==> config.mk <==
export PLATFORM = sky130hd
export DESIGN_NAME = alu_cmd_sequencer
export DESIGN_NICKNAME = d
export VERILOG_FILES = /design/src/rtl/alu_cmd_sequencer.sv
export SDC_FILE = /design/constraint.sdc
export NUM_CORES = 1
export LEC_CHECK = 0
export ABC_AREA = 1
export BUFFER_PORTS_ARGS = -buffer_cell sky130_fd_sc_hd__buf_4
export CORE_MARGIN = 3
export CORE_UTILIZATION = 57
export DETAILED_ROUTE_END_ITERATION = 8
export PLACE_DENSITY = 0.86
export SLEW_MARGIN = 5
export SYNTH_ARGS = -nofsm -noshare
export SYNTH_HDL_FRONTEND = slang
export SYNTH_SLANG_ARGS = --single-unit
export TNS_END_PERCENT = 50
==> constraint.sdc <==
create_clock -name clk -period 3.92 [get_ports clk]
set_input_delay 0.196 -clock clk [delete_from_list [all_inputs] [get_ports clk]]
set_output_delay 0.196 -clock clk [all_outputs]
set_load 0.005 [all_outputs]
==> src/rtl/alu_cmd_sequencer.sv <==
// -----------------------------------------------------------------------------
// alu_cmd_sequencer
//
// Purpose:
//   Sits between a byte-wide serial link and an ALU. Receive bytes are
//   assembled into a command frame (header, operand A, operand B), the ALU
//   is started with a one-cycle Enable, the 2*WIDTH-bit result is captured on
//   OUT_VALID and streamed back out LSB first. If the ALU never answers, a
//   watchdog substitutes a single ERR_BYTE so the link always gets a reply.
//
//   Frame: header {4'hA, fun}, then NB_OP bytes of A (LSB first), then NB_OP
//   bytes of B (LSB first).
//
// Parameters:
//   WIDTH    ALU operand width, multiple of 8
//   TIMEOUT  cycles after Enable during which OUT_VALID is honoured (>= 2)
//   ERR_BYTE byte sent when the watchdog expires
//
// Ports:
//   clk        in   rising-edge clock
//   RST        in   synchronous active-high reset
//   RX_P_DATA  in   received byte
//   RX_D_VLD   in   one-cycle strobe, RX_P_DATA valid
//   A, B       out  operands to the ALU (held until the next frame)
//   ALU_FUN    out  ALU function code (header low nibble)
//   Enable     out  one-cycle ALU start pulse
//   ALU_OUT    in   ALU result
//   OUT_VALID  in   ALU result valid (only looked at while waiting)
//   TX_P_DATA  out  byte to the transmitter
//   TX_D_VLD   out  TX_P_DATA valid; transfer when TX_BUSY is low
//   TX_BUSY    in   transmitter back-pressure
//   RX_DROP    out  one-cycle pulse when a received byte is discarded
//   BUSY       out  high whenever the sequencer is not idle
// -----------------------------------------------------------------------------
module alu_cmd_sequencer #(
  parameter int         WIDTH    = 16,
  parameter int         TIMEOUT  = 15,
  parameter logic [7:0] ERR_BYTE = 8'hEE
) (
  input  logic                 clk,
  input  logic                 RST,
  input  logic [7:0]           RX_P_DATA,
  input  logic                 RX_D_VLD,
  output logic [WIDTH-1:0]     A,
  output logic [WIDTH-1:0]     B,
  output logic [3:0]           ALU_FUN,
  output logic                 Enable,
  input  logic [2*WIDTH-1:0]   ALU_OUT,
  input  logic                 OUT_VALID,
  output logic [7:0]           TX_P_DATA,
  output logic                 TX_D_VLD,
  input  logic                 TX_BUSY,
  output logic                 RX_DROP,
  output logic                 BUSY
);

  localparam int NB_OP  = WIDTH / 8;
  localparam int NB_RES = (2 * WIDTH) / 8;
  localparam int CNT_W  = (NB_RES > 1) ? $clog2(NB_RES) : 1;
  localparam int WD_W   = $clog2(TIMEOUT + 1);

  localparam logic [CNT_W-1:0] LAST_OP  = CNT_W'(NB_OP - 1);
  localparam logic [CNT_W-1:0] LAST_RES = CNT_W'(NB_RES - 1);
  localparam logic [WD_W-1:0]  WD_LIMIT = WD_W'(TIMEOUT);

  typedef enum logic [2:0] {
    S_IDLE,
    S_GET_A,
    S_GET_B,
    S_EXEC,
    S_WAIT,
    S_SEND,
    S_ERR
  } state_t;

  // Registered state and outputs
  state_t               r_state;
  logic [CNT_W-1:0]     r_cnt;
  logic [WD_W-1:0]      r_wdog;
  logic [WIDTH-1:0]     r_a;
  logic [WIDTH-1:0]     r_b;
  logic [3:0]           r_fun;
  logic [2*WIDTH-1:0]   r_res;
  logic                 r_enable;
  logic [7:0]           r_tx_data;
  logic                 r_tx_vld;
  logic                 r_rx_drop;
  logic                 r_busy;

  // Next-state / control wires
  state_t               w_state_next;
  logic [CNT_W-1:0]     w_cnt_next;
  logic [CNT_W-1:0]     w_cnt_inc;
  logic [WD_W-1:0]      w_wdog_next;
  logic [WD_W-1:0]      w_wdog_inc;
  logic [3:0]           w_fun_next;
  logic                 w_a_we;
  logic                 w_b_we;
  logic                 w_res_we;
  logic [7:0]           w_tx_data_next;
  logic                 w_tx_vld_next;
  logic                 w_rx_drop_next;
  logic                 w_enable_next;
  logic                 w_busy_next;

  // Result register viewed as bytes so SEND can pick byte[cnt] directly.
  logic [7:0]           w_res_byte [NB_RES];

  genvar gi;
  generate
    for (gi = 0; gi < NB_RES; gi++) begin : g_res_bytes
      assign w_res_byte[gi] = r_res[gi*8 +: 8];
    end
  endgenerate

  assign w_cnt_inc  = r_cnt + 1'b1;
  assign w_wdog_inc = r_wdog + 1'b1;

  // ---------------------------------------------------------------------------
  // Next-state and output logic
  // ---------------------------------------------------------------------------
  always_comb begin
    w_state_next   = r_state;
    w_cnt_next     = r_cnt;
    w_wdog_next    = r_wdog;
    w_fun_next     = r_fun;
    w_a_we         = 1'b0;
    w_b_we         = 1'b0;
    w_res_we       = 1'b0;
    w_tx_data_next = r_tx_data;
    w_tx_vld_next  = r_tx_vld;
    w_rx_drop_next = 1'b0;

    case (r_state)
      S_IDLE: begin
        if (RX_D_VLD) begin
          if (RX_P_DATA[7:4] == 4'hA) begin
            w_fun_next   = RX_P_DATA[3:0];
            w_cnt_next   = '0;
            w_state_next = S_GET_A;
          end else begin
            w_rx_drop_next = 1'b1;
          end
        end
      end

      // Inside a frame every byte is payload, even one that looks like a header.
      S_GET_A: begin
        if (RX_D_VLD) begin
          w_a_we = 1'b1;
          if (r_cnt == LAST_OP) begin
            w_cnt_next   = '0;
            w_state_next = S_GET_B;
          end else begin
            w_cnt_next = w_cnt_inc;
          end
        end
      end

      S_GET_B: begin
        if (RX_D_VLD) begin
          w_b_we = 1'b1;
          if (r_cnt == LAST_OP) begin
            w_cnt_next   = '0;
            w_state_next = S_EXEC;
          end else begin
            w_cnt_next = w_cnt_inc;
          end
        end
      end

      S_EXEC: begin
        w_rx_drop_next = RX_D_VLD;
        w_wdog_next    = '0;
        w_state_next   = S_WAIT;
      end

      // r_wdog holds (cycles since Enable - 1), so the TIMEOUT-th WAIT cycle is
      // the one where the incremented value hits the limit. OUT_VALID is tested
      // first so it wins a tie with the watchdog.
      S_WAIT: begin
        w_rx_drop_next = RX_D_VLD;
        w_wdog_next    = w_wdog_inc;
        if (OUT_VALID) begin
          w_res_we       = 1'b1;
          w_cnt_next     = '0;
          w_tx_data_next = ALU_OUT[7:0];
          w_tx_vld_next  = 1'b1;
          w_state_next   = S_SEND;
        end else if (w_wdog_inc == WD_LIMIT) begin
          w_tx_data_next = ERR_BYTE;
          w_tx_vld_next  = 1'b1;
          w_state_next   = S_ERR;
        end
      end

      // The byte on TX_P_DATA is always result byte[cnt]; the next byte is
      // preloaded on the transfer edge so consecutive bytes need no gap.
      S_SEND: begin
        w_rx_drop_next = RX_D_VLD;
        if (!TX_BUSY) begin
          if (r_cnt == LAST_RES) begin
            w_cnt_next    = '0;
            w_tx_vld_next = 1'b0;
            w_state_next  = S_IDLE;
          end else begin
            w_cnt_next     = w_cnt_inc;
            w_tx_data_next = w_res_byte[w_cnt_inc];
          end
        end
      end

      S_ERR: begin
        w_rx_drop_next = RX_D_VLD;
        if (!TX_BUSY) begin
          w_tx_vld_next = 1'b0;
          w_state_next  = S_IDLE;
        end
      end

      default: begin
        w_state_next  = S_IDLE;
        w_tx_vld_next = 1'b0;
      end
    endcase

    w_enable_next = (w_state_next == S_EXEC);
    w_busy_next   = (w_state_next != S_IDLE);
  end

  // ---------------------------------------------------------------------------
  // State and output registers
  // ---------------------------------------------------------------------------
  always_ff @(posedge clk) begin
    if (RST) begin
      r_state   <= S_IDLE;
      r_cnt     <= '0;
      r_wdog    <= '0;
      r_fun     <= '0;
      r_enable  <= 1'b0;
      r_tx_data <= '0;
      r_tx_vld  <= 1'b0;
      r_rx_drop <= 1'b0;
      r_busy    <= 1'b0;
    end else begin
      r_state   <= w_state_next;
      r_cnt     <= w_cnt_next;
      r_wdog    <= w_wdog_next;
      r_fun     <= w_fun_next;
      r_enable  <= w_enable_next;
      r_tx_data <= w_tx_data_next;
      r_tx_vld  <= w_tx_vld_next;
      r_rx_drop <= w_rx_drop_next;
      r_busy    <= w_busy_next;
    end
  end

  // Operand and result capture. Operands are written byte by byte in place,
  // so they only change while a new frame is being received.
  always_ff @(posedge clk) begin
    if (RST) begin
      r_a   <= '0;
      r_b   <= '0;
      r_res <= '0;
    end else begin
      for (int i = 0; i < NB_OP; i++) begin
        if (w_a_we && (r_cnt == CNT_W'(i))) begin
          r_a[i*8 +: 8] <= RX_P_DATA;
        end
        if (w_b_we && (r_cnt == CNT_W'(i))) begin
          r_b[i*8 +: 8] <= RX_P_DATA;
        end
      end
      if (w_res_we) begin
        r_res <= ALU_OUT;
      end
    end
  end

  assign A         = r_a;
  assign B         = r_b;
  assign ALU_FUN   = r_fun;
  assign Enable    = r_enable;
  assign TX_P_DATA = r_tx_data;
  assign TX_D_VLD  = r_tx_vld;
  assign RX_DROP   = r_rx_drop;
  assign BUSY      = r_busy;

endmodule

Word-level counts from Yosys, hierarchy flattened
Cells that the tools add are included.

Flip-flop bits (word level): 89. Bits of input ports: 45. Output and inout port bits: 48. Word-level logic and storage cells: 99.

Add/subtract/negate cells: 2. $lt $le $gt $ge: 1. Eq/ne operators: 20. Mux-type cells: 43. Bitwise logic cells: 2. Reductions and logical operators: 17.

Operator list (number): $mux 8 (6); $mux 3 (11); $pmux 3 s7 (1); $bmux 8 s2 (1); $pmux 8 s2 (1); $mux 2 (7); $ne 2x2->1 const B (7); $mux 1 (12); $eq 3x2->1 const B (3); $eq 3x3->1 const B (3); $eq 4x4->1 const B (2); $pmux 2 s4 (1); $pmux 4 s2 (1); $reduce_or 4->1 (2); $reduce_and 6->1 (1); $reduce_and 5->1 (1); $add 4x1->4 const B (1); $logic_and 1x1->1 (4); $pmux 1 s4 (1); $reduce_and 4->1 (1); $reduce_bool 2->1 (2); $reduce_bool 4->1 (1); $eq 3x1->1 const B (1); $ge 3x3->1 const B (1); 13 further kinds (13).

Logic depth before layout (Yosys ltp)
Gate-level depths: netlist of run 1.

Word-level depth: 8. Mapped depth: 12. Mapped depth without buffers: 11.

Worst setup path before layout of run 1
Ideal clock, no wire load.

Path kind: flip-flop to flip-flop. Start point: register r_cnt[0]. End point: register r_tx_data[6], in the netlist TX_P_DATA[6]. Library setup time: 113 ps. Arrival: 1757 ps. Required time: 3807 ps. Slack: 2051 ps. Stages on the path, launching flop included: 12. Buffers on the path: 2. Period minus slack after synthesis: 1869 ps. Cells stage by stage: dfxtp_1 > inv_1 > buf_2 > ha_1 > clkbuf_1 > clkinv_1 > nand3_1 > o21ai_0 > nand2_1 > nand2_1 > nor2_1 > nor2_1.

Cells in the longest elaborated chain, start to end: 8. Elaborated cells on any way between the ends: 11. Classes of those cells: 1 x add/sub; 2 x eq/ne; 6 x mux; 1 x bitwise; 1 x reduce/logical.

Ends and longest elaborated chain: start: declaration (RTL line 78) `logic [CNT_W-1:0] r_cnt;`; start signal: assignment (RTL line 247) `r_cnt <= w_cnt_next;`; $add 2x1->2 (RTL line 116) `assign w_cnt_inc = r_cnt + 1'b1;`; $not 2->3 (not written as such) (RTL line 208) `w_tx_data_next = w_res_byte[w_cnt_inc];`; $bmux 8 s2 (RTL line 208); $mux 8 (not written as such) (2 in a row) (RTL line 208); $mux 8 (RTL line 202) `if (r_cnt == LAST_RES) begin`; $mux 8 (RTL line 201) `if (!TX_BUSY) begin`; $pmux 8 s2 (RTL line 134) `case (r_state)`; end signal: assignment (RTL line 251) `r_tx_data <= w_tx_data_next;`; end: declaration (RTL line 85) `logic [7:0] r_tx_data;`.

Several ways; a longest one is shown, not always the timed one. The select of a mux whose other input is x is not followed. A chain may end at the register's enable or synchronous reset.

Final worst setup path of run 1
Start point: register r_cnt[0]. End point: register r_tx_data[3], in the netlist TX_P_DATA[3].

The elaborated chain is that of the path after synthesis.

==> flow_summary.ini, run 1 <==
[status]
status = completed

[final_layout]
fin_nets = 695
fillers = 501
design_area_sq_mm = 0.00481
regArea_sq_mm = 0.00178
multi_input_area_sq_mm = 0.00178
layout-drive-gt1-share = 0.196
postLayoutCoreUtil = 0.741
n_antenna_cell = 0
syn2layout_area_growth_pct = 23.7
final_cells = 726

[floorplan]
die-area_sq_mm = 0.00785
initial_core_util = 0.599
io_pins = 93
fp.dieW_um = 88.6
die_h_um = 88.6
core_sq_mm = 0.00649
rows = 29

[timing]
hold_viol_final = 0
fmax_mhz = 350
slew_viol_final = 0
skew_ps = 13.8
tightest_slew_ps = 1120
hold_ws_ps = 55.2
rsz0062_at_grt = no
min_period_over_period = 0.728
setup_viol = 0
slew_headroom = 0.253
min_period_ps = 2850
final.setup.tns_ps = 0

[worst_setup_path]
endpoint_kind = flip-flop
max_stage_delay_ps = 840
r2r_start = r_cnt[0]$_SDFFE_PP0P_
r2r_cells = 9
cp-start-kind = flip-flop
slowest_stage = dfxtp_1
cp.arrival_ps = 3110
crit_start = r_cnt[0]$_SDFFE_PP0P_
rrSetupSlack_ps = 1070
path_class = flip-flop to flip-flop
critPathRequiredTime_ps = 4180
worstPathMaxFanout = 24
rr_endpoint = TX_P_DATA[3]$_SDFFE_PP0P_
crit_chain = inv_1, ha_1, clkinv_1, nand3_1, o21ai_1, nand2_1, nand2_1, nor2_1, nor2_1
crit_family = flip-flops
critPathBufInv = 2

[global_routing]
grt_max_degree = 52
overflow = 0
antenna_found_initial = 0
grt_use_total = 0.269
grt_first_pass_wirelength_um = 16500
grt_pass1_vias = 3581

[clocking]
ctsResizeCount = 0
root_buffer = clkbuf_8
clock_latency_ps = 360
cts_max_path_buffers = 2
cts_sinks = 89
clkSlewWorstSetupHoldPaths_ps = 90
cts_inserted_buffers = 9
hold_buffers = 0
postCtsSetupRepairBufs = 0
h-tree-depth = 3
cts_tree = built

[place]
postPlaceCellArea_sq_mm = 0.00457
numPortBuffers = 92
place_inst = 710
hpwl_um = 7070
gp_congestion = 0.871

[power_and_ir_drop]
p_int_mw = 1.35
combPwrFrac = 0.059
power_frac_clock = 0.420
p_seq_frac = 0.521
power.switching_uw = 398
switching_share = 0.227
powerDensity_mw_per_mm2 = 364
vdd_drop_max_v = 0.000249
leakage_nw = 2.30

[logic_synthesis]
syn_avg_cell_area_sq_um = 6.91
synth_seq_area_share = 0.458
syn_inst = 563
ys_warn_count = 0
synth_cell_types = 27
ys_seq_elements = 89
syn_area_sq_mm = 0.00389
syn-num-nets = 614

[min_path]
min_path_type = primary input to flip-flop
whs_path_depth = 2
whs_endpoint = r_state[2]$_SDFF_PP0_
min_from = RST

[drt]
viasPerCell = 5.40
drc = 0
dr.pass1.iters = 5
num_vias = 3923
drt-total-wl_um = 10300
drtIter0Drc = 349
final_antenna_net_count = 0
routedWlPerCell_um = 14.2

[job]
maxCapViolations = 0
[Yosys cell counts, drive strengths merged]
master,n,share of area
a41oi,1,0.0023
buf,8,0.014
inv,56,0.054
o211ai,2,0.0039
o21ai,89,0.11
a21oi,30,0.040
nor2,142,0.14
or2,1,0.0016
nand4,3,0.0048
clkbuf,15,0.014
nand2,92,0.093
dfxtp,89,0.46
nor3,5,0.0064
nand3,22,0.028
ha,6,0.019
clkinv,2,0.0022
[power by group through the flow]
stage                     Clock, mW  Combinational, mW  Sequential (mW)
after floorplan                   0             0.0457            0.931
after detailed placement          0              0.101            0.933
after global placement            0             0.0994            0.933
after CTS                     0.734              0.103            0.912
after global routing          0.778              0.113            0.913
final                         0.735              0.104            0.912
[layout by cell type (no fill, tap or decap)]
cell type	n
nor3_1	5
or2_2	1
bufinv_16	2
nand4_1	3
o21ai_1	5
a21oi_1	29
inv_2	4
nand2_2	3
inv_6	1
nor2_2	5
dfxtp_1	89
clkinv_2	1
clkbuf_8	11
ha_1	6
a21oi_2	1
nor2_1	135
clkinv_4	2
inv_1	52
o21ai_0	84
nand2_4	1
nor2_4	2
nand3_1	22
a41oi_1	1
clkinv_1	1
buf_4	93
o211ai_1	2
nand2_1	88
[worst max path at each step]
stage / to / slack (ps) / cells past startpoint
after floorplan: TX_P_DATA[6]$_SDFFE_PP0P_ / 2050 / 11
after global placement: TX_P_DATA[0]$_SDFFE_PP0P_ / 1400 / 9
after detailed placement: TX_P_DATA[3]$_SDFFE_PP0P_ / 1250 / 9
after CTS: TX_P_DATA[3]$_SDFFE_PP0P_ / 1150 / 9
after global routing: TX_P_DATA[3]$_SDFFE_PP0P_ / 830 / 9
final: TX_P_DATA[3]$_SDFFE_PP0P_ / 1070 / 9
[stage by stage]
step                worst slack (ps)  power [mW]
finish                          1070        1.75
floorplan                       2050       0.977
global route                     826        1.81
global placement                1400        1.03
CTS                             1150        1.75
detailed placement              1250        1.03
[routing by layer]
metal / up-vias / GRT usage / share of wire
li1: 1952 / - / -
met2: 165 / 0.427 / 0.47
met3: 20 / 0.0708 / 0.087
met5: - / 0 / 0
met4: 0 / 0.0893 / 0.018
met1: 1786 / 0.357 / 0.43
[flip-flops by register name (all words and copies together), names as in the netlist]
register   cells
A             16
ALU_FUN        4
B             16
BUSY           1
Enable         1
RX_DROP        1
TX_D_VLD       1
TX_P_DATA      8
r_cnt          2
r_res         32
r_state        3
r_wdog         4
[final cells by class]
type,instances,area share
Inverter,58,0.0455
Clock inverter,5,0.0179
Clock buffer,11,0.0315
Sequential cell,89,0.370
Timing Repair Buffer,93,0.145
Multi-Input combinational cell,393,0.370
Tap cell,77,0.0200
[worst reg2reg max path: stages (launching register included)]
cell      delay [ps]
dfxtp_1          840
inv_1            450
ha_1             570
clkinv_1         320
nand3_1          190
o21ai_1          100
nand2_1           80
nand2_1           60
nor2_1           100
nor2_1            50
[cell families (layout without fill, tap and decap cells)]
kind of cell | after synthesis | count (layout) | synth area share
flip-flops | 89 | 89 | 0.458
adder cells (fa/ha/maj) | 6 | 6 | 0.0193
AND/OR/NAND/NOR | 265 | 265 | 0.278
AO/OA/AOI/OAI | 122 | 122 | 0.160
buffers and inverters | 81 | 167 | 0.0846
Note: power is estimated with default switching activity, not from simulation.
==> run 2: changes to the inputs <==
--- a/config.mk
+++ b/config.mk
@@ -8,9 +8,9 @@
 export ABC_AREA = 1
 export BUFFER_PORTS_ARGS = -buffer_cell sky130_fd_sc_hd__buf_4
 export CORE_MARGIN = 3
-export CORE_UTILIZATION = 57
+export CORE_UTILIZATION = 48
 export DETAILED_ROUTE_END_ITERATION = 8
-export PLACE_DENSITY = 0.86
+export PLACE_DENSITY = 0.78
 export SLEW_MARGIN = 5
 export SYNTH_ARGS = -nofsm -noshare
 export SYNTH_HDL_FRONTEND = slang
==> constraint.sdc (replaced) <==
create_clock -name clk -period 2.35 [get_ports clk]
set_input_delay 0.1175 -clock clk [delete_from_list [all_inputs] [get_ports clk]]
set_output_delay 0.1175 -clock clk [all_outputs]
set_load 0.005 [all_outputs]
==> run 2 against run 1 <==
Against the previous run: worst setup slack got worse by 610 ps; cell count increased by 6.2%; clock power increased by 48%; count of clock-buffer cells in the layout decreased by 2; total power increased by 61%; critical path type is now primary input to flip-flop; largest cell class unchanged; largest power group unchanged.
==> flow_summary.ini, run 2 (same netlist as run 1, synthesis figures left out) <==
[status]
status = completed

[final_layout]
largest_reg_flops = 32
syn2layout_area_growth_pct = 28.3
layout-drive-gt1-share = 0.199
postLayoutCoreUtil = 0.639
final_cell_mix = nor2_1 (135), buf_4 (99), dfxtp_1 (89), nand2_1 (88), o21ai_0 (84)
fin_nets = 715
final_common_cell = nor2_1
regMostFlops = r_res
n_antenna_cell = 0

[clocking]
postCtsSetupRepairBufs = 0
cts_tree = built
cts_inserted_buffers = 9
ctsResizeCount = 0
cts_sinks = 89
clkSlewWorstSetupHoldPaths_ps = 100
h-tree-depth = 3
clock_latency_ps = 370
root_buffer = clkbuf_8
cts_max_path_buffers = 2
hold_buffers = 14

[drt]
viasPerCell = 5.12
drt-total-wl_um = 10500
drc = 0
final_antenna_net_count = 0
dr.pass1.iters = 4
routedWlPerCell_um = 13.6
num_vias = 3951
drtIter0Drc = 199

[timing]
rsz0062_at_grt = no
min_period_over_period = 0.804
tightest_slew_ps = 789
skew_ps = 12.3
min_period_ps = 1890
hold_viol_final = 0
slew_viol_final = 0
setup_viol = 0
fmax_mhz = 529
slew_headroom = 0.471
final.setup.tns_ps = 0

[power_and_ir_drop]
p_int_mw = 2.11
powerDensity_mw_per_mm2 = 563
leakage_nw = 2.36
combPwrFrac = 0.071
power_frac_clock = 0.389
vdd_drop_max_v = 0.000445
p_total_mw = 2.81
switching_share = 0.248
power.switching_uw = 698
p_seq_frac = 0.540

[global_routing]
grt_first_pass_wirelength_um = 16900
grt_use_total = 0.234
grt.met3_usage = 0.0641
overflow = 0
busiest_layer = met2
gr-usage-met1 = 0.305
grt_pass1_vias = 3567
grtUsageMet2 = 0.367
antenna_found_initial = 0
grt_max_degree = 52

[place]
numPortBuffers = 92
gp_congestion = 0.866
hpwl_um = 7310

[worst_setup_path]
critPathBufInv = 4
endpoint_kind = flip-flop
crit_family = buffers and inverters
worstPathMaxFanout = 34
crit_chain = dlygate4sd3_1, buf_4, clkinv_1, buf_4, o21ai_0, a21oi_1
cp.arrival_ps = 2110
cpMostUsedCell = buf_4
critPathRequiredTime_ps = 2580
cp-start-kind = primary input
max_stage_delay_ps = 620
path_class = primary input to flip-flop
slowest_stage = clkinv_1

[job]
maxCapViolations = 0

[floorplan]
core_sq_mm = 0.00781
io_pins = 93
die-area_sq_mm = 0.00922
initial_core_util = 0.498
die_h_um = 96.0
fp.dieW_um = 96.0
rows = 32

[min_path]
min_path_type = primary input to flip-flop
[run 2: tightest hold or removal path: cells and delay by family]
family,cells,cell delay (ps)
buf+inv,1,120
simple gates,2,130
[run 2: final cells by class]
type,instances,area [sq um]
repair buffers,113,883
inverters,58,219
multi-input cells,393,1780
well taps,102,128
flip-flops and latches,89,1780
clock buffers,9,124
fillers,722,2820
clock inverters,7,77.6
[run 2: worst paths after layout]
kind,startpoint,end,slack (ps),cells past startpoint
max reg2reg,r_state[0]$_SDFF_PP0_,r_res[2]$_SDFFE_PP0P_,480,6
min,RX_P_DATA[7],B[7]$_SDFFE_PP0P_,20,3
min reg2reg,TX_D_VLD$_SDFFE_PP0P_,TX_D_VLD$_SDFFE_PP0P_,460,2
max,RST,r_res[2]$_SDFFE_PP0P_,460,6
[run 2: power by group through the flow]
| stage | Combinational (mW) | Clock, mW | Sequential [mW] |
|---|---|---|---|
| after floorplan | 0.0763 | 0 | 1.55 |
| after global placement | 0.176 | 0 | 1.55 |
| after detailed placement | 0.179 | 0 | 1.55 |
| after CTS | 0.199 | 1.10 | 1.52 |
| after global routing | 0.220 | 1.17 | 1.52 |
| final | 0.200 | 1.09 | 1.52 |
[run 2: per-layer routing]
layer | wire [um] | part of all wire | vias up
li1 | - | - | 1985
met1 | 4570 | 0.43 | 1765
met2 | 4710 | 0.45 | 181
met3 | 1040 | 0.099 | 20
met4 | 195 | 0.019 | 0
met5 | 0 | 0 | -
[run 2: stage by stage]
| stage | instances | hold WS [ps] | area (sq um) | worst slack, ps |
|---|---|---|---|---|
| after global routing | 771 | 25.6 | 4990 | 296 |
| after CTS | 771 | 14.5 | 4990 | 469 |
| after detailed placement | 741 | 343 | 4650 | 558 |
| final | 771 | 21.5 | 4990 | 461 |
| after floorplan | 563 | 187 | 3890 | 481 |
| after global placement | 741 | 340 | 4650 | 602 |
